## src/rtl/clk_switch_pkg.sv

```systemverilog
// Shared types and defaults for the clock-select request controller
// and the switch cell that answers it.
package clk_switch_pkg;

   localparam int SEL_W_DEF     = 2;
   localparam int RESET_SEL_DEF = 0;

   typedef enum logic [1:0] {
      ST_IDLE,
      ST_WAIT_HI,
      ST_WAIT_LO,
      ST_DONE
   } state_t;

endpackage

```

## src/rtl/sync_bit.sv

```systemverilog
// Single-bit multi-flop synchronizer, async active-low reset to 0.
module sync_bit #(
   parameter int STAGES = 2
) (
   input  logic clk,
   input  logic rst_n,
   input  logic i_d,
   output logic o_q
);

   logic [STAGES-1:0] r_sync;

   always_ff @(posedge clk or negedge rst_n) begin
      if (!rst_n) r_sync <= '0;
      else        r_sync <= {r_sync[STAGES-2:0], i_d};
   end

   assign o_q = r_sync[STAGES-1];

endmodule

```

## src/rtl/clk_switch_req_ctrl.sv

```systemverilog
// Initiator side of the four-phase clock-select req/ack handshake.
// Accepts one select command at a time and reports done/err.
module clk_switch_req_ctrl
   import clk_switch_pkg::*;
#(
   parameter int SEL_W       = SEL_W_DEF,
   parameter int RESET_SEL   = RESET_SEL_DEF,
   parameter int TIMEOUT_CYC = 64,
   parameter int SYNC_STAGES = 2
) (
   input  logic             clk,
   input  logic             rst_n,
   input  logic             cmd_valid,
   output logic             cmd_ready,
   input  logic [SEL_W-1:0] cmd_sel,
   output logic             sw_req,
   output logic [SEL_W-1:0] sw_sel,
   input  logic             sw_ack,
   output logic             busy,
   output logic             done,
   output logic             err,
   output logic [SEL_W-1:0] cur_sel
);

   localparam int CNT_W =
      (TIMEOUT_CYC > 0) ? $clog2(TIMEOUT_CYC + 1) : 1;
   localparam logic [SEL_W-1:0] RST_SEL = SEL_W'(RESET_SEL);
   localparam logic [CNT_W-1:0] CNT_MAX = CNT_W'(TIMEOUT_CYC);
   localparam logic [CNT_W-1:0] CNT_LAST =
      CNT_W'((TIMEOUT_CYC > 0) ? TIMEOUT_CYC - 1 : 0);

   state_t           r_state;
   state_t           w_state_nxt;
   logic [CNT_W-1:0] r_cnt;
   logic             r_sw_req;
   logic             w_req_nxt;
   logic [SEL_W-1:0] r_sw_sel;
   logic [SEL_W-1:0] w_sel_nxt;
   logic [SEL_W-1:0] r_cur_sel;
   logic [SEL_W-1:0] w_cur_nxt;
   logic             r_err_flag;
   logic             w_errf_nxt;
   logic             r_live;
   logic             w_ack_s;
   logic             w_accept;
   logic             w_to;
   logic             w_wait;

   sync_bit #(
      .STAGES (SYNC_STAGES)
   ) u_ack_sync (
      .clk   (clk),
      .rst_n (rst_n),
      .i_d   (sw_ack),
      .o_q   (w_ack_s)
   );

   assign cmd_ready = r_live & (r_state == ST_IDLE);
   assign w_accept  = cmd_valid & cmd_ready;
   assign w_wait    = (r_state == ST_WAIT_HI) | (r_state == ST_WAIT_LO);
   // Fires on the edge that would complete TIMEOUT_CYC cycles in a phase
   assign w_to      = (TIMEOUT_CYC != 0) && (r_cnt == CNT_LAST);

   always_comb begin
      w_state_nxt = r_state;
      w_req_nxt   = r_sw_req;
      w_sel_nxt   = r_sw_sel;
      w_cur_nxt   = r_cur_sel;
      w_errf_nxt  = r_err_flag;
      unique case (r_state)
         ST_IDLE: begin
            if (w_accept) begin
               if (cmd_sel == r_cur_sel) begin
                  w_state_nxt = ST_DONE;
               end else begin
                  w_sel_nxt   = cmd_sel;
                  w_req_nxt   = 1'b1;
                  w_state_nxt = ST_WAIT_HI;
               end
            end
         end
         ST_WAIT_HI: begin
            if (w_ack_s) begin
               w_req_nxt   = 1'b0;
               w_cur_nxt   = r_sw_sel;
               w_state_nxt = ST_WAIT_LO;
            end else if (w_to) begin
               w_req_nxt   = 1'b0;
               w_errf_nxt  = 1'b1;
               w_state_nxt = ST_WAIT_LO;
            end
         end
         ST_WAIT_LO: begin
            if (!w_ack_s) begin
               w_state_nxt = ST_DONE;
            end else if (w_to) begin
               w_errf_nxt  = 1'b1;
               w_state_nxt = ST_DONE;
            end
         end
         ST_DONE: begin
            w_errf_nxt  = 1'b0;
            w_state_nxt = ST_IDLE;
         end
         default: w_state_nxt = ST_IDLE;
      endcase
   end

   always_ff @(posedge clk or negedge rst_n) begin
      if (!rst_n) begin
         r_state    <= ST_IDLE;
         r_sw_req   <= 1'b0;
         r_sw_sel   <= RST_SEL;
         r_cur_sel  <= RST_SEL;
         r_err_flag <= 1'b0;
         r_live     <= 1'b0;
      end else begin
         r_state    <= w_state_nxt;
         r_sw_req   <= w_req_nxt;
         r_sw_sel   <= w_sel_nxt;
         r_cur_sel  <= w_cur_nxt;
         r_err_flag <= w_errf_nxt;
         r_live     <= 1'b1;
      end
   end

   always_ff @(posedge clk or negedge rst_n) begin
      if (!rst_n) begin
         r_cnt <= '0;
      end else if (w_state_nxt != r_state) begin
         r_cnt <= '0;
      end else if (w_wait && (r_cnt != CNT_MAX)) begin
         r_cnt <= r_cnt + 1'b1;
      end
   end

   assign sw_req  = r_sw_req;
   assign sw_sel  = r_sw_sel;
   assign cur_sel = r_cur_sel;
   assign busy    = (r_state != ST_IDLE);
   assign done    = (r_state == ST_DONE);
   assign err     = done & r_err_flag;

endmodule

```

## config.mk

```make
export PLATFORM = sky130hd
export DESIGN_NAME = clk_switch_req_ctrl
export DESIGN_NICKNAME = d
export VERILOG_FILES = /design/src/rtl/clk_switch_pkg.sv /design/src/rtl/sync_bit.sv /design/src/rtl/clk_switch_req_ctrl.sv
export SDC_FILE = /design/constraint.sdc
export NUM_CORES = 1
export LEC_CHECK = 0
export BUFFER_PORTS_ARGS = -buffer_cell sky130_fd_sc_hd__buf_2
export CAP_MARGIN = 20
export CORE_MARGIN = 1
export CORE_UTILIZATION = 55
export CTS_BUF_LIST = sky130_fd_sc_hd__clkbuf_2
export CTS_CLUSTER_SIZE = 40
export DETAILED_ROUTE_END_ITERATION = 10
export PLACE_DENSITY = 0.83
export SYNTH_ARGS = -nofsm -noshare
export SYNTH_HDL_FRONTEND = slang
export SYNTH_HIERARCHICAL = 1
export SYNTH_SLANG_ARGS = --single-unit
```

## constraint.sdc

```tcl
create_clock -name clk -period 2.95 [get_ports clk]
set_clock_uncertainty 0.15 [all_clocks]
set_input_delay 0.1475 -clock clk [delete_from_list [all_inputs] [get_ports clk]]
set_output_delay 0.1475 -clock clk [all_outputs]
set_load 0.05 [all_outputs]
```

==> results.py, run 1 <==
metrics = {
    "global_routing": {
        "grt_pass1_wl_um": 3550,
        "grt_usage": 0.235,
        "grt_pass1_vias": 785,
        "antenna_found_initial": 0,
        "grt_max_degree": 19,
        "grt-ovfl-total": 0,
    },
    "synth": {
        "synth_edf_count": 0,
        "netlist_instances": 108,
        "synth_ff_type": "dfrtp_1",
        "async_flop_share": 1.00,
        "syn_nets": 121,
        "yosys_warnings": 6,
        "syn_area_um2": 1090,
        "seq_area_frac_synth": 0.414,
        "synth_seq_cells": 18,
        "avgSynthCellArea_um2": 10.1,
        "ys_types": 37,
    },
    "cts": {
        "clock-root-buffer": "clkbuf_2",
        "cts_sinks": 18,
        "cts_tree": "yes",
        "cts.clk_slew.worst_paths_ns": 0.18,
        "tritoncts.num_buffers": 3,
        "cts_max_level": 1,
        "clk_latency_ns": 0.29,
        "cts_buffer_depth": 2,
    },
    "floorplanning": {
        "rows": 15,
        "initial_core_util": 0.611,
        "dieArea_um2": 2160,
        "die_y_um": 46.5,
        "ios": 15,
        "die_w_um": 46.5,
        "core_um2": 1780,
    },
    "setup_path": {
        "cp-start-kind": "flip-flop",
        "cp_data_arrival_time_ns": 2.39,
        "path_class": "reg -> reg",
        "max_stage_delay_ns": 0.59,
        "worstPathRequired_ns": 2.98,
        "cp_cell_sequence": "inv_1 -> ha_1 -> nor4b_1 -> a21oi_2 -> a2bb2oi_2 -> a2bb2oi_4 -> nor3_1",
        "end_kind": "flip-flop",
        "critPathMaxFanout": 11,
        "critPathSlowestCell": "dfrtp_1",
    },
    "final_layout": {
        "drive_gt1_frac": 0.228,
        "most-common-layout-cells": "18 x dfrtp_1, 14 x buf_2, 10 x nor3_1",
        "nets": 141,
        "area_growth_pct": 13.4,
        "design_area_um2": 1230,
        "n_antenna_cell": 0,
        "layout.cells.most_common": "dfrtp_1",
        "fillers": 141,
    },
    "timing": {
        "period_minus_slack_ns": 2.36,
        "report.final.slew_viol_count": 0,
        "hold_viol_final": 0,
        "rsz0062_at_grt": "false",
        "fmax_mhz": 424,
        "fin_tns_setup_ns": 0,
        "setup_violations": 0,
        "fin_ws_ns": 0.591,
        "finalCritPeriodShare": 0.800,
    },
    "drt": {
        "wl_per_cell_um": 14.3,
        "via_count": 827,
        "drt_iter0_drc": 23,
        "dr.pass1.iters": 4,
        "post-route-drc-count": 0,
        "viasPerCell": 5.44,
        "totalWireLength_um": 2170,
        "ant_nets": 0,
    },
    "pwr": {
        "power_switching_w": 0.000626,
        "clkPwrFrac": 0.083,
        "max-vdd-ir-drop_mv": 0.796,
        "combinationalPowerShare": 0.598,
        "powerDensity_nw_per_um2": 996,
        "p_total_w": 0.00123,
        "seq_power_share": 0.319,
        "swShare": 0.509,
        "p_leak_nw": 0.559,
        "internal-power_w": 0.000604,
    },
    "placed_design": {
        "dp_hpwl_um": 1640,
        "placed_area_um2": 1180,
        "pre_cts_ws_ns": 0.659,
        "gp_congestion": 0.911,
        "port_buffers": 14,
    },
    "hold_path": {
        "hp-class": "in -> reg",
    },
    "flow_run": {
        "cap_violations": 0,
    },
    "outcome": {
        "status": "finished clean",
    },
}
power groups by stage:
stage	Sequential [W]	Combinational, W	Clock, W
after global placement	0.000392	0.000712	0
final	0.000392	0.000735	0.000103
after CTS	0.000392	0.000736	0.000107
after floorplan	0.000487	0.000488	0
after global routing	0.000403	0.000805	0.000120
after detailed placement	0.000398	0.000730	0
registers in the layout, indices dropped and copies added (netlist names):
signal,flops
r_live,1
cur_sel,2
r_state,2
sw_req,1
r_cnt,7
u_ack_sync/r_sync,2
r_err_flag,1
sw_sel,2
worst max-delay path, delay by kind of cell (launching register included):
| family | cells | cell delay, ns |
|---|---|---|
| and+or+nand+nor | 2 | 0.46 |
| buffers and inverters | 1 | 0.15 |
| adders and majority gates | 1 | 0.32 |
| AOI/OAI and AO/OA | 3 | 0.57 |
| DFF | 1 | 0.59 |
worst paths after layout:
kind | start | to | slack (ns) | depth (start not counted)
hold / removal | cmd_valid | r_state[0] | 0.12 | 3
max in group asynchronous | rst_n | r_cnt[0] | 2.22 | 2
hold reg to reg | u_ack_sync/r_sync[0] | u_ack_sync/r_sync[1] | 0.25 | 0
setup reg to reg | r_state[1] | r_cnt[0] | 0.59 | 7
setup / recovery | r_state[1] | r_cnt[0] | 0.59 | 7
min in group asynchronous | rst_n | r_cnt[2] | 0.14 | 2
final cells by class:
class / instances / area (um2) / share of cell area
Timing Repair Buffer: 18 / 110 / 0.0892
Inverter: 7 / 26.3 / 0.0213
Sequential cell: 18 / 450 / 0.365
Clock inverter: 1 / 3.75 / 0.00304
Multi-Input combinational cell: 80 / 598 / 0.484
Tap cell: 25 / 31.3 / 0.0253
Clock buffer: 3 / 15.0 / 0.0122
layer usage:
layer | up-vias | wire length [um] | track usage
li1 | 421 | - | -
met1 | 388 | 1030 | 0.320
met2 | 16 | 1070 | 0.397
met3 | 2 | 46 | 0.0392
met4 | 0 | 19 | 0.0353
met5 | - | 0 | 0
per-stage QoR:
stage | utilization | hold slack (ns) | cells
global route | 0.693 | 0.0885 | 152
detailed placement | 0.660 | -0.0538 | 144
floorplan | - | -0.298 | 108
global placement | 0.660 | -0.0596 | 144
CTS | 0.693 | 0.0947 | 152
finish | 0.693 | 0.117 | 152
synthesized netlist by cell type, types with 2 or more instances:
master,count,area share
buf_2,2,0.0092
and2_1,3,0.017
xnor2_1,4,0.032
nand2_1,7,0.024
ha_1,7,0.080
nor2_1,5,0.017
dfrtp_1,18,0.41
nand4_1,3,0.017
a21oi_1,5,0.023
xor2_1,3,0.024
nor3_1,10,0.046
inv_1,7,0.024
o21ai_0,5,0.023
nand3_1,3,0.014
mux2_2,4,0.041
kinds of logic (layout without fill, tap and decap cells):
group	after synthesis	after routing	share of synthesized area
buffers and inverters	10	29	0.0368
other	1	1	0.00344
adder cells (fa/ha/maj)	7	7	0.0805
AO/OA/AOI/OAI	20	20	0.145
multiplexers	5	5	0.0506
AND/OR/NAND/NOR	40	40	0.214
flip-flops	18	18	0.414
XOR/XNOR	7	7	0.0563
repair_timing:
action,4_1_cts,5_1_grt
gates resized for setup,0,0
setup buffers,0,0
hold buffers,4,0
hold endpoints to repair,21,0
Power figures use the tool's default switching activity.
==> run 2, diff against run 1 <==
--- a/config.mk
+++ b/config.mk
@@ -8,7 +8,7 @@
 export BUFFER_PORTS_ARGS = -buffer_cell sky130_fd_sc_hd__buf_2
 export CAP_MARGIN = 20
 export CORE_MARGIN = 1
-export CORE_UTILIZATION = 55
+export CORE_UTILIZATION = 53
 export CTS_BUF_LIST = sky130_fd_sc_hd__clkbuf_2
 export CTS_CLUSTER_SIZE = 40
 export DETAILED_ROUTE_END_ITERATION = 10
==> constraint.sdc (replaced) <==
create_clock -name clk -period 2 [get_ports clk]
set_clock_uncertainty 0.15 [all_clocks]
set_input_delay 0.1 -clock clk [delete_from_list [all_inputs] [get_ports clk]]
set_output_delay 0.1 -clock clk [all_outputs]
set_load 0.05 [all_outputs]
==> run 2 against run 1 <==
Clock power rose by 56%. Design area rose by 11%. Sequential share of layout area is 3.6 points lower. Critical path depth increased by 1. Non-clock buffer count grew 10. Global-route usage is 1.2 points lower. Cell count grew 7.9%. Core utilization is 1.3 points higher. Sequential cell count is the same. Count of clock-buffer cells in the layout unchanged. Largest power group unchanged.
==> results.py, run 2 (synthesis gave the netlist of run 1 again) <==
metrics = {
    "outcome": {
        "status": "finished clean",
    },
    "timing": {
        "period_minus_slack_ns": 1.95,
        "hold_slack_ns": 0.0629,
        "fmax_mhz": 513,
        "finalCritPeriodShare": 0.975,
        "hold_viol_final": 0,
        "fin_ws_ns": 0.0507,
        "setup_violations": 0,
        "report.final.slew_viol_count": 0,
    },
    "setup_path": {
        "path_buf_inv": 2,
        "cp_data_arrival_time_ns": 2.03,
        "cp_cell_sequence": "buf_4 -> ha_4 -> buf_4 -> a21oi_1 -> o21ai_0 -> a2bb2oi_2 -> a2bb2oi_4 -> nor3_1",
        "end_kind": "flip-flop",
        "critPathSlowestCell": "dfrtp_1",
        "r2r-start": "r_state[0]",
        "path_class": "reg -> reg",
        "worstPathRequired_ns": 2.08,
        "r2r_slack_ns": 0.05,
        "r2r_cells": 8,
        "crit_top_cell": "buf_4",
        "crit_path_start": "r_state[0]",
        "max_stage_delay_ns": 0.45,
        "crit_family": "compound AO/OA/AOI/OAI gates",
        "critPathMaxFanout": 7,
        "r2r-end": "r_cnt[5]",
        "cp-start-kind": "flip-flop",
    },
    "final_layout": {
        "largest_reg_flops": 7,
        "largest_register": "r_cnt",
        "nets": 151,
        "design_area_um2": 1370,
        "most-common-layout-cells": "18 x dfrtp_1, 14 x buf_2, 10 x buf_4",
        "fillers": 156,
        "multiInputGateArea_um2": 656,
        "area_growth_pct": 25.9,
        "n_antenna_cell": 0,
        "layout.cells.most_common": "dfrtp_1",
        "finish.utilization": 0.706,
        "drive_gt1_frac": 0.365,
        "regArea_um2": 450,
    },
    "drt": {
        "totalWireLength_um": 2380,
        "dr.pass1.iters": 4,
        "viasPerCell": 5.48,
        "post-route-drc-count": 0,
        "drt_iter0_drc": 20,
        "wl_per_cell_um": 14.5,
        "ant_nets": 0,
        "via_count": 899,
    },
    "cts": {
        "tritoncts.num_buffers": 3,
        "clock-root-buffer": "clkbuf_2",
        "cts.clk_slew.worst_paths_ns": 0.18,
        "cts_tree": "yes",
        "cts_max_level": 1,
        "cts_sinks": 18,
        "cts_buffer_depth": 2,
        "clk_latency_ns": 0.31,
    },
    "floorplanning": {
        "core_um2": 1940,
        "die_w_um": 47.3,
        "initial_core_util": 0.561,
        "ios": 15,
        "dieArea_um2": 2240,
        "die_y_um": 47.3,
        "rows": 16,
    },
    "pwr": {
        "combinationalPowerShare": 0.651,
        "internal-power_w": 0.00105,
        "seq_power_share": 0.271,
        "swShare": 0.492,
        "p_leak_nw": 0.613,
        "max-vdd-ir-drop_mv": 0.810,
        "power_switching_w": 0.00102,
        "clkPwrFrac": 0.078,
        "powerDensity_nw_per_um2": 1510,
    },
    "placed_design": {
        "gp_congestion": 0.913,
        "port_buffers": 14,
        "pre_cts_ws_ns": -0.00624,
        "placed_area_um2": 1240,
        "dp_hpwl_um": 1650,
    },
    "flow_run": {
        "cap_violations": 0,
    },
    "global_routing": {
        "grt_usage": 0.223,
        "grt_pass1_vias": 786,
        "grt-ovfl-total": 0,
        "grt_pass1_wl_um": 3440,
        "grt_max_degree": 19,
        "antenna_found_initial": 0,
    },
    "hold_path": {
        "hp-class": "in -> async",
    },
}
## run 2: cell count changes in the layout (fill, tap and decap cells not counted), sizes merged
cell,previous run,this run
buf,14,24
## run 2: stage by stage
step / TNS (ns) / power, W / instances
final: 0 / 0.00207 / 164
after global routing: -0.0196 / 0.00221 / 164
after CTS: 0 / 0.00195 / 162
after detailed placement: -0.00624 / 0.00176 / 153
after global placement: 0 / 0.00171 / 153
after floorplan: 0 / 0.00145 / 108
## run 2: worst max-delay path by stage
stage	end	slack, ns	cells after the start
3_3_place_gp	r_cnt[3]	0.09	7
4_1_cts	r_cnt[0]	0.02	6
3_5_place_dp	r_cnt[0]	-0.006	6
2_1_floorplan	r_cnt[0]	0.01	9
5_1_grt	r_cnt[0]	-0.01	7
6_report	r_cnt[5]	0.05	8
## run 2: power by group through the flow
stage | combinational [W] | clock [W] | sequential (W)
2_1_floorplan | 0.000729 | 0 | 0.000719
3_3_place_gp | 0.00115 | 0 | 0.000556
3_5_place_dp | 0.00119 | 0 | 0.000568
4_1_cts | 0.00123 | 0.000167 | 0.000558
5_1_grt | 0.00145 | 0.000180 | 0.000577
6_report | 0.00135 | 0.000161 | 0.000562
## run 2: cell type report
| type | instances | share of cell area |
|---|---|---|
| Clock buffer | 3 | 0.0110 |
| Clock inverter | 1 | 0.00274 |
| Inverter | 7 | 0.0192 |
| Timing Repair Buffer | 28 | 0.135 |
| Sequential cell | 18 | 0.329 |
| Multi-Input combinational cell | 80 | 0.479 |
| Tap cell | 27 | 0.0247 |
## run 2: worst reg2reg max path, stage by stage (launching register included)
cell,delay [ns]
dfrtp_1,0.45
buf_4,0.15
ha_4,0.17
buf_4,0.14
a21oi_1,0.14
o21ai_0,0.11
a2bb2oi_2,0.16
a2bb2oi_4,0.20
nor3_1,0.19
## run 2: metal layers
layer  GRT usage  wire length, um
met5           0                0
met2       0.381             1230
met4      0.0686               26
met1       0.297             1080
met3      0.0231               37
## run 2: timing repair
item	CTS	global route
setup endpoints to repair	7	8
hold endpoints to repair	21	0
setup buffers	1	2
pin swaps	0	1
hold buffers	4	0
resized for setup	3	10
==> run 3, diff against run 2 <==
--- a/config.mk
+++ b/config.mk
@@ -12,6 +12,8 @@
 export CTS_BUF_LIST = sky130_fd_sc_hd__clkbuf_2
 export CTS_CLUSTER_SIZE = 40
 export DETAILED_ROUTE_END_ITERATION = 10
+export GPL_TIMING_DRIVEN = 0
+export MAX_ROUTING_LAYER = met4
 export PLACE_DENSITY = 0.83
 export SYNTH_ARGS = -nofsm -noshare
 export SYNTH_HDL_FRONTEND = slang
==> run 3 against run 2 <==
Critical endpoint is now r_cnt[6]. Sequential share of layout area fell by 1.4 points. The run now ends with negative setup slack left. Largest cell class unchanged. Design area rose by 4.7%. Count of clock-buffer cells in the layout did not move. Core utilization rose by 3.3 points.
==> results.py, run 3 (synthesis gave the netlist of run 1 again) <==
metrics = {
    "pwr": {
        "p_leak_nw": 0.624,
        "max-vdd-ir-drop_mv": 0.998,
        "powerDensity_nw_per_um2": 1550,
        "p_total_w": 0.00222,
    },
    "final_layout": {
        "final_cells": 166,
        "n_antenna_cell": 0,
        "nets": 153,
        "multiInputGateArea_um2": 699,
        "drive_gt1_frac": 0.388,
        "regArea_um2": 452,
        "area_growth_pct": 31.7,
        "most-common-layout-cells": "17 x dfrtp_1, 14 x buf_2, 9 x buf_4",
        "layout.cells.most_common": "dfrtp_1",
        "largest_reg_flops": 7,
        "largest_register": "r_cnt",
        "fillers": 136,
    },
    "drt": {
        "post-route-drc-count": 0,
        "viasPerCell": 5.79,
        "ant_nets": 0,
        "totalWireLength_um": 2600,
        "via_count": 961,
        "dr.pass1.iters": 4,
        "wl_per_cell_um": 15.7,
        "drt_iter0_drc": 33,
    },
    "cts": {
        "cts_max_level": 1,
        "tritoncts.num_buffers": 3,
        "clk_latency_ns": 0.30,
        "cts_tree": "yes",
        "cts_buffer_depth": 2,
        "cts_sinks": 18,
        "cts.clk_slew.worst_paths_ns": 0.17,
        "clock-root-buffer": "clkbuf_2",
    },
    "timing": {
        "period_minus_slack_ns": 2.00,
        "fin_ws_ns": -0.00164,
        "rsz0062_at_grt": "true",
        "report.final.slew_viol_count": 0,
        "fmax_mhz": 500,
        "hold_viol_final": 0,
        "hold_slack_ns": 0.0819,
        "finalCritPeriodShare": 1.00,
        "setup_violations": 1,
    },
    "setup_path": {
        "path_class": "reg -> reg",
        "cp_cell_sequence": "clkinvlp_4 -> ha_4 -> inv_1 -> o21ai_0 -> a2bb2oi_4 -> a2bb2oi_4 -> nor3_1",
        "cp_data_arrival_time_ns": 2.05,
        "critPathMaxFanout": 7,
        "end_kind": "flip-flop",
        "max_stage_delay_ns": 0.46,
        "worstPathRequired_ns": 2.04,
        "critPathSlowestCell": "dfrtp_2",
        "crit_top_cell": "a2bb2oi_4",
        "cp-start-kind": "flip-flop",
        "crit_family": "compound AO/OA/AOI/OAI gates",
        "path_buf_inv": 2,
    },
    "placed_design": {
        "pre_cts_ws_ns": -0.228,
        "port_buffers": 14,
        "gp_congestion": 0.862,
        "dp_hpwl_um": 1600,
        "place_inst": 149,
    },
    "floorplanning": {
        "die_w_um": 47.3,
        "dieArea_um2": 2240,
        "rows": 16,
        "initial_core_util": 0.561,
        "core_um2": 1940,
        "ios": 15,
        "die_y_um": 47.3,
    },
    "outcome": {
        "violations": "negative setup slack",
        "status": "finished with violations",
    },
    "global_routing": {
        "grt_pass1_wl_um": 3520,
        "antenna_found_initial": 0,
        "grt_pass1_vias": 820,
        "grt-ovfl-total": 0,
        "grt_max_degree": 19,
        "grt_usage": 0.237,
    },
    "flow_run": {
        "cap_violations": 0,
    },
    "hold_path": {
        "hp-class": "in -> async",
    },
}
[run 3: changes by cell type in the layout (fill, tap and decap cells not counted), sizes merged]
cell,previous run,this run
clkinvlp,0,1
clkbuf,3,5
inv,7,6
[run 3: path summary, 6_finish.rpt]
| path | start | to | slack, ns | depth (start not counted) |
|---|---|---|---|---|
| max | r_state[0] | r_cnt[6] | -0.002 | 7 |
| min | rst_n | sw_sel[1] | 0.08 | 2 |
| max reg2reg | r_state[0] | r_cnt[6] | -0.002 | 7 |
| min reg2reg | u_ack_sync/r_sync[0] | u_ack_sync/r_sync[1] | 0.23 | 0 |
| max in group asynchronous | rst_n | r_state[0] | 1.31 | 2 |
| min in group clk | cmd_valid | r_state[0] | 0.08 | 3 |
[run 3: area by class of cell]
cell class                 instances  share of cell area
timing repair buffer              28               0.127
sequential                        18               0.315
multi-input combinational         80               0.488
clock inverter                     1             0.00262
buffer                             2              0.0105
tap                               27              0.0236
clock buffer                       3              0.0105
inverter                           7              0.0227
[run 3: worst register-to-register path: stages, from the launching register on]
cell and delay (ns):
dfrtp_2 0.46, clkinvlp_4 0.14, ha_4 0.20, inv_1 0.09
o21ai_0 0.31, a2bb2oi_4 0.18, a2bb2oi_4 0.27, nor3_1 0.10
[run 3: what timing repair did]
action	CTS	global route
setup endpoints to repair	10	10
gates resized for setup	14	8
hold buffers	4	0
hold endpoints to repair	21	0
buffers inserted	2	8
pin swaps	3	7
[run 3: metal layers]
metal	part of all wire	routed length, um	vias up	track usage
met4	0.029	76	0	0.103
li1	-	-	451	-
met5	0	0	-	-
met2	0.55	1420	25	0.400
met1	0.40	1040	476	0.283
met3	0.023	59	9	0.0231
[run 3: power by group]
group | switching (W) | internal, W | leakage (nW)
sequential | 0.0000938 | 0.000465 | 0.226
clock | 0.000111 | 0.0000435 | 0.0140
combinational | 0.000894 | 0.000609 | 0.384
total | 0.00110 | 0.00112 | 0.624
[run 3: metrics by stage]
stage	cell area [um2]	utilization	setup TNS, ns
2_1_floorplan	1100	-	0
3_3_place_gp	1200	0.618	-0.971
3_5_place_dp	1200	0.618	-1.61
4_1_cts	1340	0.691	0
5_1_grt	1430	0.738	-0.219
6_report	1430	0.738	-0.00164
